<file path="src/rtl/mac_rx_pkg.sv">
// Shared definitions for the MAC receive sequencer: FSM state encoding,
// the UDP header length and the payload acceptance rule.
package mac_rx_pkg;

    typedef enum logic [3:0] {
        IDLE    = 4'd0,
        CHECK   = 4'd1,
        START   = 4'd2,
        WAIT_FD = 4'd3,
        FINISH  = 4'd4,
        ABORT   = 4'd5,
        DROP    = 4'd6,
        RELEASE = 4'd7
    } state_t;

    localparam logic [15:0] UDP_HDR_LEN = 16'd8;

    // Payload must be non-empty, within the limit and fit the command FIFO.
    function automatic logic len_ok(input logic [15:0] rx_len,
                                    input logic [15:0] max_payload,
                                    input logic [11:0] free);
        logic [15:0] plen;
        plen = rx_len - UDP_HDR_LEN;
        return (rx_len >= 16'd9) && (plen <= max_payload) && (plen <= {4'h0, free});
    endfunction

endpackage

</file>
<file path="src/rtl/mac_rx_stat.sv">
// Wrapping packet statistics: copied and rejected/aborted packet counts.
module mac_rx_stat (
    input  logic        clk,
    input  logic        rst,
    input  logic        pkt_ok,
    input  logic        pkt_drop,
    output logic [15:0] stat_ok,
    output logic [15:0] stat_drop
);

    always_ff @(posedge clk or negedge rst) begin
        if (!rst) begin
            stat_ok   <= '0;
            stat_drop <= '0;
        end else begin
            if (pkt_ok)   stat_ok   <= stat_ok + 16'd1;
            if (pkt_drop) stat_drop <= stat_drop + 16'd1;
        end
    end

endmodule

</file>
<file path="src/rtl/mac_rx_ctrl.sv">
// Receive-side sequencer between the MAC receive buffer and the copy engine.
// Define MAC_RX_CTRL_STAT_EN to add the stat_ok/stat_drop counters.
module mac_rx_ctrl
    import mac_rx_pkg::*;
#(
    parameter int MAX_PAYLOAD = 1024,
    parameter int TIMEOUT_CYC = 4095
) (
    input  logic        clk,
    input  logic        rst,
    input  logic        udp_rx_done,
    input  logic [15:0] udp_rx_len,
    input  logic [11:0] fifoc_free,
    output logic        fs,
    input  logic        fd,
    output logic        udp_rx_release,
    output logic        pkt_ok,
    output logic        pkt_drop,
    output logic        ovf,
    output logic        busy
`ifdef MAC_RX_CTRL_STAT_EN
    ,
    output logic [15:0] stat_ok,
    output logic [15:0] stat_drop
`endif
);

    localparam logic [15:0] MAX_PL  = 16'(MAX_PAYLOAD);
    localparam logic [11:0] WD_LAST = 12'(TIMEOUT_CYC - 1);

    state_t      state, next_state;
    logic        pend;
    logic        pend_clr;
    logic [11:0] wdog;
    logic        wd_expired;
    logic        fd_q;

    assign pend_clr   = (state == IDLE) && pend;
    assign wd_expired = (wdog >= WD_LAST);

    // NOTE: every combinational output gets its default before the case,
    // so no path can leave it unassigned and infer a latch.
    always_comb begin
        next_state = state;
        unique case (state)
            IDLE:    if (pend) next_state = CHECK;
            CHECK:   next_state = len_ok(udp_rx_len, MAX_PL, fifoc_free) ? START : DROP;
            START:   next_state = WAIT_FD;
            WAIT_FD: begin
                if (fd)              next_state = FINISH;
                else if (wd_expired) next_state = ABORT;
            end
            // fd is seen through a register so the copy engine has fully
            // dropped done before the buffer is released.
            FINISH,
            ABORT:   if (!fd_q) next_state = RELEASE;
            DROP:    next_state = RELEASE;
            RELEASE: next_state = IDLE;
            default: next_state = IDLE;
        endcase
    end

    // NOTE: sequential state uses non-blocking assignments so every flop
    // samples the pre-edge values, independent of statement order.
    always_ff @(posedge clk or negedge rst) begin
        if (!rst) begin
            state          <= IDLE;
            pend           <= 1'b0;
            ovf            <= 1'b0;
            wdog           <= '0;
            fd_q           <= 1'b0;
            fs             <= 1'b0;
            busy           <= 1'b0;
            pkt_ok         <= 1'b0;
            pkt_drop       <= 1'b0;
            udp_rx_release <= 1'b0;
        end else begin
            state <= next_state;
            fd_q  <= fd;
            // A new arrival in the clearing cycle keeps the latch set.
            pend  <= udp_rx_done | (pend & ~pend_clr);
            ovf   <= ovf | (udp_rx_done & pend & ~pend_clr);

            if (state != WAIT_FD)    wdog <= '0;
            else if (wdog != 12'hFFF) wdog <= wdog + 12'd1;

            fs             <= (next_state == WAIT_FD);
            busy           <= (next_state != IDLE);
            pkt_ok         <= (state == WAIT_FD) && (next_state == FINISH);
            pkt_drop       <= (next_state == DROP) ||
                              ((state == WAIT_FD) && (next_state == ABORT));
            udp_rx_release <= (next_state == RELEASE);
        end
    end

`ifdef MAC_RX_CTRL_STAT_EN
    mac_rx_stat u_stat (
        .clk       (clk),
        .rst       (rst),
        .pkt_ok    (pkt_ok),
        .pkt_drop  (pkt_drop),
        .stat_ok   (stat_ok),
        .stat_drop (stat_drop)
    );
`else
    // Statistics counters are not built in this configuration.
`endif

endmodule

</file>
<file path="config.mk">
export PLATFORM = sky130hd
export DESIGN_NAME = mac_rx_ctrl
export DESIGN_NICKNAME = d
export VERILOG_FILES = /design/src/rtl/mac_rx_pkg.sv /design/src/rtl/mac_rx_stat.sv /design/src/rtl/mac_rx_ctrl.sv
export SDC_FILE = /design/constraint.sdc
export NUM_CORES = 1
export LEC_CHECK = 0
export BUFFER_PORTS_ARGS = -buffer_cell sky130_fd_sc_hd__clkbuf_2
export CAP_MARGIN = 40
export CORE_UTILIZATION = 51
export DETAILED_ROUTE_END_ITERATION = 10
export PLACE_DENSITY = 0.77
export SLEW_MARGIN = 30
export SYNTH_ARGS = -nofsm -noshare
export SYNTH_HDL_FRONTEND = slang
export SYNTH_SLANG_ARGS = --single-unit
</file>
<file path="constraint.sdc">
create_clock -name clk -period 3.3 [get_ports clk]
set_input_delay 0 -clock clk [delete_from_list [all_inputs] [get_ports clk]]
set_output_delay 0 -clock clk [all_outputs]
set_load 0.02 [all_outputs]
</file>
-- Word-level counts from Yosys, hierarchy flattened
Index checks and enable logic that the tools add are counted.
- order comparisons: 4
- bitwise operators: 6
- reduce and logical (&&, ||, !) cells: 10
- eq/ne operators: 13
- add/subtract/negate cells: 2
- multiplexer cells: 8
- operators with widths (operator ; count):
    4-bit by 3-bit == test with 1-bit output (second input constant) ; 7
    12-bit 2-to-1 mux ; 2
    4-bit one-hot mux with 6 select lines ; 1
    16-bit by 4-bit greater-or-equal comparator with 1-bit output (second input constant) ; 1
    16-bit by 11-bit <= comparator with 1-bit output (second input constant) ; 1
    16-bit by 12-bit <= comparator with 1-bit output ; 1
    4-bit 2-to-1 mux ; 4
    16-bit by 4-bit subtractor with 16-bit output (second input constant) ; 1
    12-bit by 1-bit adder with 12-bit output (second input constant) ; 1
    4-bit by 2-bit == test with 1-bit output (second input constant) ; 3
    12-bit greater-or-equal comparator (second input constant) ; 1
    12-bit != test (second input constant) ; 1
    1-bit logical AND ; 5
    4-bit by 1-bit == test with 1-bit output (second input constant) ; 1
    4-bit logical NOT ; 1
    4-bit by 2-bit != test with 1-bit output (second input constant) ; 1
    4-bit nonzero test ; 1
    1-bit AND ; 3
    3-bit 2-to-1 mux ; 1
    1-bit OR ; 2
    2-bit nonzero test ; 1
    2-bit OR reduction ; 1
    1-bit logical OR ; 1
    1-bit inverter ; 1
- word-level logic and storage cells: 53
- register bits after elaboration: 24
- output and inout bits: 6
- input bits: 32

-- Depth between registers and ports, before layout
- depth in word-level cells: 9
- depth in mapped cells: 12
- gate-level depth less buffers: 11

-- Worst setup path before layout
No wires, ideal clock.
- path type: input-to-reg
- from: input udp_rx_len[3]
- to: register pkt_drop
- path slack: 1.145 ns
- stages: 11
- arrival time: 2.024 ns
- data required time: 3.169 ns
- buffers on the path: 1
- library setup time: 0.131 ns
- cells stage by stage: inv_1 > ha_1 > buf_2 > and3b_1 > or2_1 > ha_1 > a21oi_1 > o21ai_0 > o41a_1 > a2111oi_4 > a21oi_1
- word-level cells in the longest chain between the ends: 9
- elaborated cells between the ends (all ways): 12
- those cells by class: add/sub (1); order compare (3); eq/ne (2); mux (2); reduce/logical (4)
- RTL lines (item ; RTL line ; text):
    start, declared ; mac_rx_ctrl.sv:12 ; input logic [15:0] udp_rx_len,
    16-bit by 4-bit subtractor with 16-bit output ; mac_rx_pkg.sv:23 ; plen = rx_len - UDP_HDR_LEN;
    16-bit by 11-bit <= comparator with 1-bit output ; mac_rx_pkg.sv:24 ; return (rx_len >= 16'd9) && (plen <= max_payload) && (plen <= {4'h0, free});
    1-bit logical AND ; mac_rx_pkg.sv:24 ;
    1-bit logical AND * ; mac_rx_pkg.sv:24 ;
    3-bit 2-to-1 mux * ; mac_rx_ctrl.sv:47 ; CHECK: next_state = len_ok(udp_rx_len, MAX_PL, fifoc_free) ? START : DROP;
    4-bit one-hot mux with 6 select lines * ; mac_rx_ctrl.sv:45 ; unique case (state)
    4-bit by 3-bit == test with 1-bit output ; mac_rx_ctrl.sv:91 ; ((state == WAIT_FD) && (next_state == ABORT));
    1-bit logical AND ; mac_rx_ctrl.sv:91 ;
    1-bit logical OR * ; mac_rx_ctrl.sv:90 ; pkt_drop <= (next_state == DROP) ||
    end signal, assigned ; mac_rx_ctrl.sv:90 ;
    end, declared ; mac_rx_ctrl.sv:18 ; output logic pkt_drop,
Every way passes the cells marked *; elsewhere a longest branch is shown, timed or not.
A chain may end at the register's enable or synchronous reset.

-- Final worst setup path
Same ends and word-level chain as after synthesis.

==> flow_summary.yaml <==
logic_synthesis:
  yosysTopAreaCell: "dfrtp_1"
  yosysSeqAreaShare: 0.330
  synth_flop_cell: "dfrtp_1"
  ys_types: 53
  synth_most_common_cell: "nor2_1"
  async_reset_ff_frac: 1.00
  synth-warning-count: 0
  synthXorXnorAreaFrac: 0.0674
  synth_compound_area_frac: 0.168
  synth_common_cells: "28 x nor2_1, 24 x dfrtp_1, 21 x inv_1"
  netlist_area_um2: 1820
  synth_top_family_by_area: "simple AND/OR/NAND/NOR gates"
  synth_fa_ha_area_frac: 0.103
  synthMuxAreaShare: 0.00619
  syn_inst: 212
  syn_nets: 259
  yosys.area_share.simple: 0.268
  syn_area_per_cell_um2: 8.58
  yosys_register_bits: 24
  synth-edff-count: 0
  yosys-top-cells-area: "dfrtp_1 33%, ha_1 10%, nor2_1 5.8%, inv_1 4.3%, xnor2_1 3.9%"
  synth_top_area_share: 0.330
clock_network:
  cts_hold_buffers: 3
  htree_levels: 1
  cts_resized: 0
  cts_sinks: 24
  cts_tree: "done"
  cts-root-buf: "clkbuf_4"
  postCtsSetupBuffers: 0
  path_clk_slew_ps: 130
  cts_buffer_depth: 2
  worstSkewPairLatency_ps: 320
  cts-buffers-inserted: 3
power_and_ir_drop:
  p_leak_uw: 0.000993
  power-per-cell-area_nw_per_um2: 347
  clock_power_share: 0.216
  seq_power_share: 0.489
  power_frac_comb: 0.296
  switching_power_uw: 250
  peakVddDrop_mv: 0.247
  intPower_uw: 482
  finalPower_uw: 731
  switching_share: 0.341
placed_design:
  port-buffer-count: 37
  dp_hpwl_um: 2940
  gp_congestion: 0.898
min_path:
  hp-start: "udp_rx_len[13]"
  hold_class: "input pin to flip-flop"
setup_path:
  critPathKind: "input pin to flip-flop"
  reg2reg_from: "wdog[0]"
  startpoint: "udp_rx_len[3]"
  start_kind: "input pin"
  crit_fanout: 10
  crit_path_end_kind: "flip-flop"
  critPathArrivalTime_ps: 2330
  cp_data_required_time_ps: 3520
floorplan:
  core_area_um2: 3360
  die_area_um2: 3810
  die_w_um: 61.7
  initial_utilization: 0.541
  ios: 38
  rows: 21
  die_h_um: 61.7
detailed_routing:
  postRouteWirelength_um: 3730
  firstDrtPassIters: 4
  drc_errors: 0
  route.vias.total: 1606
  wire_per_inst_um: 12.5
  first_iter_violations: 53
  drtAntennaViolNets: 0
  viasPerCell: 5.39
global_routing:
  groute.usage.overall: 0.209
  grt_max_degree: 25
  grt_pass1_vias: 1462
  grt_pass1_wl_um: 5930
  overflow: 0
  grt_antenna_before_repair: 0
sta:
  worst_slew_pin_slew_ps: 568
  rsz0062_at_grt: "false"
  max_freq_ghz: 0.472
  finClkSkew_ps: 1.60
  final_hold_viol_count: 0
  fin_crit_sh: 0.641
  setup_tns_ps: 0
  max_slew_margin: 0.621
  fin_crit_ps: 2120
  finalMaxSlewViolations: 0
  finalSetupViolations: 0
layout:
  drive_above_1_share: 0.198
  finalNetCount: 300
  multi_input_area_um2: 1120
  n_fill_cell: 316
  syn2layout_area_growth_pct: 16.1
  final_util: 0.628
  n_antenna_cell: 0
  seq_area_um2: 601
job:
  drv_cap: 0
status:
  outcome: "completed"
==> power groups by stage <==
stage,registers [µW],logic [µW],clock network [µW]
3_5_place_dp,362,213,0
4_1_cts,357,217,161
2_1_floorplan,358,145,0
5_1_grt,363,246,171
3_3_place_gp,362,209,0
6_report,358,216,158
==> per-layer routing <==
layer  GRT usage  part of all wire  vias to the layer above
li1            -                 -                      835
met1       0.270              0.47                      732
met2       0.364              0.48                       35
met3      0.0145             0.039                        4
met4      0.0857             0.012                        0
met5           0                 0                        -
==> flip-flops by register name, indices dropped and copies added, names as in the netlist <==
signal,count
udp_rx_release,1
ovf,1
busy,1
fd_q,1
pend,1
pkt_ok,1
state,4
wdog,12
pkt_drop,1
fs,1
==> final timing paths <==
path / endpoint / slack (ps) / cells past startpoint
min reg2reg: ovf / 500 / 1
min in group asynchronous: wdog[0] / 190 / 2
max reg2reg: pkt_drop / 1270 / 8
min: state[2] / 7 / 3
max: pkt_drop / 1180 / 11
max in group asynchronous: busy / 2740 / 2
==> layout by cell type, fill, tap and decap left out, drive strengths merged, types with 4 or more instances in the layout <==
| cell type | instances |
|---|---|
| inv | 22 |
| ha | 15 |
| nand3 | 10 |
| nor3 | 6 |
| nor2 | 29 |
| xnor2 | 8 |
| and3 | 4 |
| o21ai | 7 |
| a211oi | 4 |
| clkbuf | 41 |
| xor2 | 6 |
| nand4 | 7 |
| nand2 | 11 |
| dfrtp | 24 |
| a21oi | 11 |
==> per-stage QoR <==
stage	std cells	instance area, µm²	hold WS [ps]	worst slack, ps
2_1_floorplan	212	1820	-296	1150
3_3_place_gp	291	2040	16.7	912
3_5_place_dp	291	2040	20.4	832
4_1_cts	298	2110	14.4	1190
5_1_grt	298	2110	30.3	1010
6_report	298	2110	7.42	1180
==> cell type report <==
cell class                 count  share of cell area
clock buffer                   4              0.0172
inverter                      22              0.0391
tap                           46              0.0273
timing repair buffer          40               0.102
multi-input combinational    162               0.530
sequential                    24               0.285
==> worst max-delay path, cell delays in order <==
cell	delay (ps)
clkbuf_2	120
inv_1	60
ha_1	320
and3b_1	250
or2_1	210
ha_1	290
a21oi_1	200
o21ai_0	100
o41a_1	450
a2111oi_4	220
a21oi_1	110
==> kinds of logic after synthesis <==
group | after synthesis
and+or+nand+nor | 90
DFF | 24
buffers and inverters | 26
adders and majority gates | 15
other | 1
muxes | 1
AOI/OAI and AO/OA | 41
xor gates and xnor gates | 14
Note: power is estimated with default switching activity, not from simulation.
